<file path="src/rtl/step_command_engine.sv">
// step_command_engine: decodes 32-bit host command words and runs NUM_MOTORS
// independent step generators (divisor, direction, microsteps, step budget).
module step_command_engine #(
  parameter int NUM_MOTORS  = 2,
  parameter int DIV_WIDTH   = 24,
  parameter int COUNT_WIDTH = 24,
  parameter int DEFAULT_DIV = 50000
) (
  input  logic                    CLK,
  input  logic                    resetn,
  input  logic                    word_received,
  input  logic [31:0]             word_data_received,
  output logic [31:0]             word_send_data,
  output logic [NUM_MOTORS-1:0]   step,
  output logic [NUM_MOTORS-1:0]   dir,
  output logic [3*NUM_MOTORS-1:0] microsteps,
  output logic [NUM_MOTORS-1:0]   busy,
  output logic [NUM_MOTORS-1:0]   move_done
);
  typedef enum logic {IDLE, RUN} state_t;
  state_t                 state_q [NUM_MOTORS];
  state_t                 state_d [NUM_MOTORS];
  logic [DIV_WIDTH-1:0]   div_q   [NUM_MOTORS];
  logic [DIV_WIDTH-1:0]   div_d   [NUM_MOTORS];
  logic [DIV_WIDTH-1:0]   cnt_q   [NUM_MOTORS];
  logic [DIV_WIDTH-1:0]   cnt_d   [NUM_MOTORS];
  logic [COUNT_WIDTH-1:0] rem_q   [NUM_MOTORS];
  logic [COUNT_WIDTH-1:0] rem_d   [NUM_MOTORS];
  logic [2:0]             ustep_q [NUM_MOTORS];
  logic [2:0]             ustep_d [NUM_MOTORS];
  logic [NUM_MOTORS-1:0]  dir_q, dir_d, step_q, step_d, done_q, done_d;
  logic                   error_q, error_d;
  logic [31:0]            resp_q, resp_d;
  logic [3:0]             op, ch;
  logic [23:0]            pl;
  assign op = word_data_received[31:28];
  assign ch = word_data_received[27:24];
  assign pl = word_data_received[23:0];
  always_comb begin
    state_d = state_q;
    div_d   = div_q;
    cnt_d   = cnt_q;
    rem_d   = rem_q;
    ustep_d = ustep_q;
    dir_d   = dir_q;
    step_d  = '0;
    done_d  = '0;
    error_d = error_q;
    resp_d  = resp_q;
    for (int c = 0; c < NUM_MOTORS; c++) begin
      if (state_q[c] == RUN && cnt_q[c] >= div_q[c]) begin
        step_d[c] = 1'b1;
        cnt_d[c]  = '0;
        rem_d[c]  = rem_q[c] - 1'b1;
        if (rem_q[c] == COUNT_WIDTH'(1)) begin
          state_d[c] = IDLE;
          done_d[c]  = 1'b1;
        end
      end else begin
        cnt_d[c] = (state_q[c] == RUN) ? cnt_q[c] + 1'b1 : '0;
      end
    end
    if (word_received) begin
      resp_d = word_data_received;
      // Status reports the error seen before this word; any new error below overrides the clear.
      if (op == 4'h7) begin
        resp_d  = {4'h7, 4'h0, error_q, 15'b0, 8'(busy)};
        error_d = 1'b0;
      end
      if (op >= 4'h1 && op <= 4'h6 && ch >= 4'(NUM_MOTORS)) error_d = 1'b1;
      for (int c = 0; c < NUM_MOTORS; c++) begin
        if (ch == 4'(c)) begin
          if (op == 4'h1 || op == 4'h2) begin
            if (state_q[c] == RUN) error_d = 1'b1;
            else if (pl[COUNT_WIDTH-1:0] != '0) begin
              state_d[c] = RUN;
              rem_d[c]   = pl[COUNT_WIDTH-1:0];
              dir_d[c]   = (op == 4'h2);
              cnt_d[c]   = '0;
            end
          end
          if (op == 4'h3) div_d[c] = (pl[DIV_WIDTH-1:0] == '0) ? DIV_WIDTH'(1) : pl[DIV_WIDTH-1:0];
          if (op == 4'h4) ustep_d[c] = pl[2:0];
          if (op == 4'h5) begin
            state_d[c] = IDLE;
            rem_d[c]   = '0;
            cnt_d[c]   = '0;
            step_d[c]  = 1'b0;
            done_d[c]  = 1'b0;
          end
          if (op == 4'h6) resp_d = {4'h6, ch, 24'(rem_q[c])};
        end
      end
    end
  end
  always_comb begin
    busy       = '0;
    microsteps = '0;
    for (int c = 0; c < NUM_MOTORS; c++) begin
      busy[c]            = (state_q[c] == RUN);
      microsteps[3*c +: 3] = ustep_q[c];
    end
  end
  assign step           = step_q;
  assign dir            = dir_q;
  assign move_done      = done_q;
  assign word_send_data = resp_q;
  always_ff @(posedge CLK or negedge resetn) begin
    if (!resetn) begin
      for (int c = 0; c < NUM_MOTORS; c++) begin
        state_q[c] <= IDLE;
        div_q[c]   <= DIV_WIDTH'(DEFAULT_DIV);
        cnt_q[c]   <= '0;
        rem_q[c]   <= '0;
        ustep_q[c] <= 3'd1;
      end
      dir_q   <= '0;
      step_q  <= '0;
      done_q  <= '0;
      error_q <= 1'b0;
      resp_q  <= '0;
    end else begin
      state_q <= state_d;
      div_q   <= div_d;
      cnt_q   <= cnt_d;
      rem_q   <= rem_d;
      ustep_q <= ustep_d;
      dir_q   <= dir_d;
      step_q  <= step_d;
      done_q  <= done_d;
      error_q <= error_d;
      resp_q  <= resp_d;
    end
  end
endmodule

</file>
<file path="config.mk">
export PLATFORM = sky130hd
export DESIGN_NAME = step_command_engine
export DESIGN_NICKNAME = d
export VERILOG_FILES = /design/src/rtl/step_command_engine.sv
export SDC_FILE = /design/constraint.sdc
export NUM_CORES = 1
export LEC_CHECK = 0
export ABC_AREA = 1
export CAP_MARGIN = 20
export CORE_AREA = 4 4 189 191
export DETAILED_ROUTE_END_ITERATION = 12
export DIE_AREA = 0 0 193 195
export HOLD_SLACK_MARGIN = 0.06
export PLACE_DENSITY_LB_ADDON = 0.25
export SYNTH_ARGS = -nofsm -noshare
export SYNTH_HDL_FRONTEND = slang
export SYNTH_SLANG_ARGS = --single-unit
export TNS_END_PERCENT = 50
</file>
<file path="constraint.sdc">
create_clock -name CLK -period 1.8 [get_ports CLK]
set_input_delay 0.45 -clock CLK [delete_from_list [all_inputs] [get_ports CLK]]
set_output_delay 0.45 -clock CLK [all_outputs]
set_load 0.1 [all_outputs]
</file>
; ---- Word-level counts from Yosys, hierarchy flattened
; Cells that the tools add are included.
[word_totals]
output_inout_bits = 46
latchBits = 0
register_bits = 191
mem_bits_rw = 0
n_memories = 0
elab_cells = 124
input_bits = 35
romBits = 0
[op_classes]
muxes = 73
eq_ne = 10
magnitude_cmp = 5
n_mul = 0
n_bitwise = 2
div_mod_pow = 0
shifts = 0
add_sub_neg = 4
reduce_logical = 14
[op_table]
columns = cell, n
row1 = $mux W24, 27
row2 = $mux W32, 5
row3 = $mux W48, 2
row4 = $add A24 B1 Y24 const B, 2
row5 = $eq A24 B1 Y1 const B, 2
row6 = $ge A24 B24 Y1, 2
row7 = $sub A24 B1 Y24 const B, 2
row8 = $mux W1, 36
row9 = $logic_not A24 Y1, 1
row10 = $reduce_bool A24 Y1, 1
row11 = $eq A4 B3 Y1 const B, 4
row12 = $reduce_and A3 Y1, 4
row13 = $reduce_and A5 Y1, 2
row14 = $eq A4 B1 Y1 const B, 2
row15 = $eq A4 B2 Y1 const B, 2
row16 = $mux W2, 3
row17 = $ge A4 B1 Y1 const B, 1
row18 = $ge A4 B2 Y1 const B, 1
row19 = $le A4 B3 Y1 const B, 1
row20 = $logic_and A1 B1 Y1, 4
row21 = $logic_not A4 Y1, 1
row22 = $not A1 Y1, 2
row23 = $logic_or A1 B1 Y1, 1

; ---- Logic depth before layout (Yosys ltp)
[depth]
depth_word = 10
mapped_depth = 19
ltp_nobuf = 18

; ---- Worst setup path after synthesis
; Ideal clock, no wire load.
[synth_timing]
path_kind = flip-flop to flip-flop
start = reg div_q[15] in the netlist's numbering
end = reg rem_q[15] in the netlist's numbering
path_buffers = 1
synth_period_minus_slack_ns = 2.092
setup_slack_ns = -0.292
t_arrival_ns = 1.975
stages_incl_launch_ff = 17
setup_ns = 0.117
required_time_ns = 1.683
path_cell_list = dfstp_2 > inv_1 > ha_1 > nand2_1 > nor2_1 > nand4_1 > nor2_1 > nand2_1 > nand2_4 > nand2_4 > buf_2 > nand2_1 > nand2_1 > nand2_1 > nand2_1 > nand2_1 > nand2_1
[synth_lines]
columns = element, line
row1 = "start, declared", 23  ; logic [DIV_WIDTH-1:0] div_q [NUM_MOTORS];
row2 = "start signal, assigned by index", 112  ; div_q[c] <= DIV_WIDTH'(DEFAULT_DIV);
row3 = "start signal, assigned", 124  ; div_q <= div_d;
row4 = "end signal, assigned", 126  ; rem_q <= rem_d;
row5 = "end, declared", 27  ; logic [COUNT_WIDTH-1:0] rem_q [NUM_MOTORS];

==> results summary <==
The worst-path maximum fanout is 7. The total detailed-routing wirelength is 45.2 mm. Summed over all instances, the cell type with the most area after synthesis is sky130_fd_sc_hd__dfrtp_1. The ratio of total power to cell area came out at 837 mW/mm^2.

The die area came out at 0.0376 sq mm. The share of total power dissipated in sequential elements is 34.2%. The proportion of synthesized chip area in sequential cells is 39.7%. The number of slew-limit violations in the final report came out at 0. The post-CTS clock slew at the launch and capture registers of the worst setup and hold paths is 0.08 ns.

The gate count of the mapped netlist came out at 1671. The area of the mapped netlist came out at 0.0121 sq mm. The post-placement setup slack is -0.581 ns. Input and output buffers added on the ports amount to 80.

The final worst-path setup slack came out at -0.473 ns. The part of the power in the clock network came out at 27.2%. The delay of the slowest cell on the worst path is 0.54 ns. Global routing consumed, over all layers together, 23.4% of the routing resources. The layout net count is 2092. The number of sinks driven by the clock tree came out at 191. The clock period minus final worst setup slack is 2.27 ns. The number of instances in the placed design came out at 2412. The synthesized net count is 1760.

The first-pass iteration count of the detailed router is 6. The floorplan row count came out at 68. Across the VDD grid, the largest voltage drop is 0.000732 V. The residual DRC count came out at 0. The largest net degree at the start of global routing is 49. The number of flops mapped to enable cells by yosys came out at 0.

After detailed placement, the total cell area comes to 0.0159 sq mm. Setup repair after global routing could not meet its margin everywhere. The proportion of layout cells with a drive suffix above 1 is 31.2%. The number of standard cells in the final layout excluding fillers came out at 2471. The share of the synthesized area in the top cell type is 36.7%. The via count of the first global-routing pass came out at 11.9k.

Timing would allow up to 440 MHz. The slowest stage of the critical path is the sky130_fd_sc_hd__dfstp_2 cell. The ratio of final minimum period to clock period came out at 126%. The net switching component of the power is 5.70 mW. The vias per cell is 5.02. The data required time at the worst endpoint is 2.18 ns. The cell that appears most often on the critical path is sky130_fd_sc_hd__nand2_4. The layout-stage area growth over the synthesis result came out at 47.3%.

The worst-case clock skew is 0.0128 ns. The average detailed-routed wire length per instance is 18.3 um. TritonCTS built the clock tree. The count of final hold-check violations is 0. The residual antenna-violating net count after detailed routing came out at 0. The run finished, with violations left. The checks that failed: negative setup slack. The relative max-transition margin came out at 69.2%. The worst-margin pin slew came out at 0.461 ns. The number of antenna violations at the first check in global routing is 0.

The reported leakage power is 9.03 nW. The signal on the critical path passes through inv_2 > ha_4 > nand2_4 > nor2_4 > nand4_1 > nor2_1 > nand2_2 > nand2_4 > buf_12 > nand2_8 > buf_4 > o21ai_2 > nand2_1 > nand3_1. The worst setup path is captured at a flop. The number of violations reported at the end of detailed-routing iteration 0 came out at 925. The arrival time of data at the critical path endpoint is 2.65 ns.

The clock latency on the worst-skew pair came out at 0.45 ns. The effective utilization at floorplan came out at 35.4%. The switching fraction of total power is 38.3%. The first global-routing pass estimated 67.7 mm of wire. The worst hold path belongs to the class input port to flop. The fraction of registers with async set/reset came out at 100%. The number of primary I/O pins is 81. In the synthesized netlist the dominant register cell turns out to be sky130_fd_sc_hd__dfrtp_1. The combinational fraction of design power is 38.6%. Ranked by total cell area, the synthesized netlist is headed by sky130_fd_sc_hd__dfrtp_1 37%, sky130_fd_sc_hd__nand2_1 16%, sky130_fd_sc_hd__inv_1 5.9%. For this run the aggregate overflow at the end of global routing stands at 0.

Detailed placement finished with a half-perimeter wire length of 32.7 mm. The die outline width came out at 193 um. The startpoint class of the critical path is a flop. The mean post-synth cell area came out at 7.23 sq um.

The post-layout total power came out at 14.9 mW. The H-tree was split into 4 levels. The number of distinct library cells after synthesis came out at 49. The max-cap violation count came out at 0. TritonCTS created 17 clock buffers.

The routability congestion estimate from global placement came out at 0.956. The core footprint is 0.0341 sq mm. The finished cells cover 0.0178 sq mm.

The Yosys warning count came out at 0. The maximum clock insertion buffer count is 2. The count of state elements after synthesis came out at 191. The routed via count came out at 12.4k. The library cell used as clock root buffer is sky130_fd_sc_hd__clkbuf_16. The die height came out at 195 um.

The number of antenna repair diodes is 0. The final setup violation count came out at 101. The worst setup path is of the flop to flop kind. The cell-internal power came out at 9.19 mW.
## critical path, delay by kind of cell (launching register included)
kind	cells	cell delay (ns)
AND/OR/NAND/NOR	9	0.90
buffers and inverters	3	0.37
adder cells (fa/ha/maj)	1	0.27
flip-flops	1	0.54
AO/OA/AOI/OAI	1	0.11
## power by group through the flow
stage | clock [mW] | combinational [mW] | sequential (mW)
after floorplan | 0 | 2.26 | 5.76
after global placement | 0 | 5.11 | 5.15
after detailed placement | 0 | 5.18 | 5.16
after CTS | 4.12 | 5.53 | 5.08
after global routing | 4.30 | 6.29 | 5.14
final | 4.05 | 5.75 | 5.09
## final timing paths
kind	start	endpoint	slack [ns]	cells after the start
worst max-delay path	div_q[15]	rem_q[17]	-0.47	14
worst min-delay path	word_data_received[27]	word_send_data[27]	0.31	3
worst max register to register	div_q[15]	rem_q[17]	-0.47	14
worst min register to register	div_q[4]	div_q[4]	0.51	2
max in group asynchronous	resetn	microsteps[0]	0.60	3
min in group asynchronous	resetn	rem_q[40]	0.51	2
## stage by stage
stage          hold WS [ns]  setup TNS [ns]  util, %
2_1_floorplan         0.154           -6.44        -
3_3_place_gp          0.427          -84.04     46.7
3_5_place_dp          0.427          -88.43     46.7
4_1_cts               0.507          -30.90     49.9
5_1_grt               0.316          -47.82     52.1
6_report              0.306          -34.79     52.1
## what timing repair did
item | CTS | global route
buffers inserted | 9 | 8
hold endpoints to repair | 26 | 0
hold buffers | 1 | 0
setup endpoints to repair | 152 | 180
pin swaps | 41 | 53
resized for setup | 94 | 157
gates cloned | 4 | 6
## area by class of cell
type	count	area, sq um
fill	3214	16300
multi-input combinational	1234	7310
sequential	191	4800
timing repair buffer	360	3740
inverter	199	758
tap	455	569
clock buffer	18	439
clock inverter	14	174
## synthesized netlist by cell type (all sizes together) (2+ instances only)
master  number
a21o         2
a21oi       42
a31oi       11
buf         33
clkbuf      19
clkinv       2
dfrtp      177
dfstp       14
ha          54
inv        197
nand2      535
nand3      114
nand3b       5
nand4       26
nor2       196
nor3        30
nor3b        3
nor4        10
o211ai      31
o21ai      107
o22ai        3
or2          4
xnor2        6
xor2        43
## cells in the final DEF (no fill, tap or decap), types with 20 or more instances in the layout
master | synthesis | routed
sky130_fd_sc_hd__nor2_4 | 5 | 27
sky130_fd_sc_hd__xor2_1 | 43 | 43
sky130_fd_sc_hd__nor2_1 | 183 | 145
sky130_fd_sc_hd__nor2_2 | 8 | 24
sky130_fd_sc_hd__nand4_1 | 26 | 26
sky130_fd_sc_hd__o21ai_1 | 19 | 21
sky130_fd_sc_hd__nand3_1 | 112 | 97
sky130_fd_sc_hd__dfrtp_1 | 177 | 175
sky130_fd_sc_hd__clkbuf_16 | 0 | 20
sky130_fd_sc_hd__clkdlybuf4s50_1 | 0 | 30
sky130_fd_sc_hd__ha_1 | 54 | 41
sky130_fd_sc_hd__buf_4 | 7 | 243
sky130_fd_sc_hd__o21ai_2 | 1 | 21
sky130_fd_sc_hd__a21oi_1 | 42 | 32
sky130_fd_sc_hd__nand2_1 | 529 | 462
sky130_fd_sc_hd__inv_1 | 189 | 171
sky130_fd_sc_hd__buf_12 | 0 | 64
sky130_fd_sc_hd__inv_2 | 7 | 23
sky130_fd_sc_hd__o21ai_0 | 87 | 64
sky130_fd_sc_hd__nand2_4 | 3 | 21
sky130_fd_sc_hd__nand2_2 | 3 | 51
## sequential cells by signal, indices dropped and copies added, names as in the netlist
register,cells
microsteps,6
error_q,1
rem_q,48
div_q,48
cnt_q,48
dir,2
step,2
word_send_data,32
move_done,2
busy,2
## kinds of logic (layout without fill, tap and decap cells)
family                   Yosys count  in the layout  synth area share (%)
AO/OA/AOI/OAI                    200            200                  9.84
adder cells (fa/ha/maj)           54             54                  5.60
buffers and inverters            251            591                  8.53
flip-flops                       191            191                  39.7
XOR/XNOR                          49             49                  3.55
AND/OR/NAND/NOR                  926            931                  32.8
## layer usage
layer  track usage (%)  routed length, um  up-vias
met3              3.74               2620       70
met2              37.5              21100      376
met5                 0                  0        -
li1                  -                  -     6048
met4              9.44               1550        0
met1              31.7              19900     5911
Power figures use the tool's default switching activity.
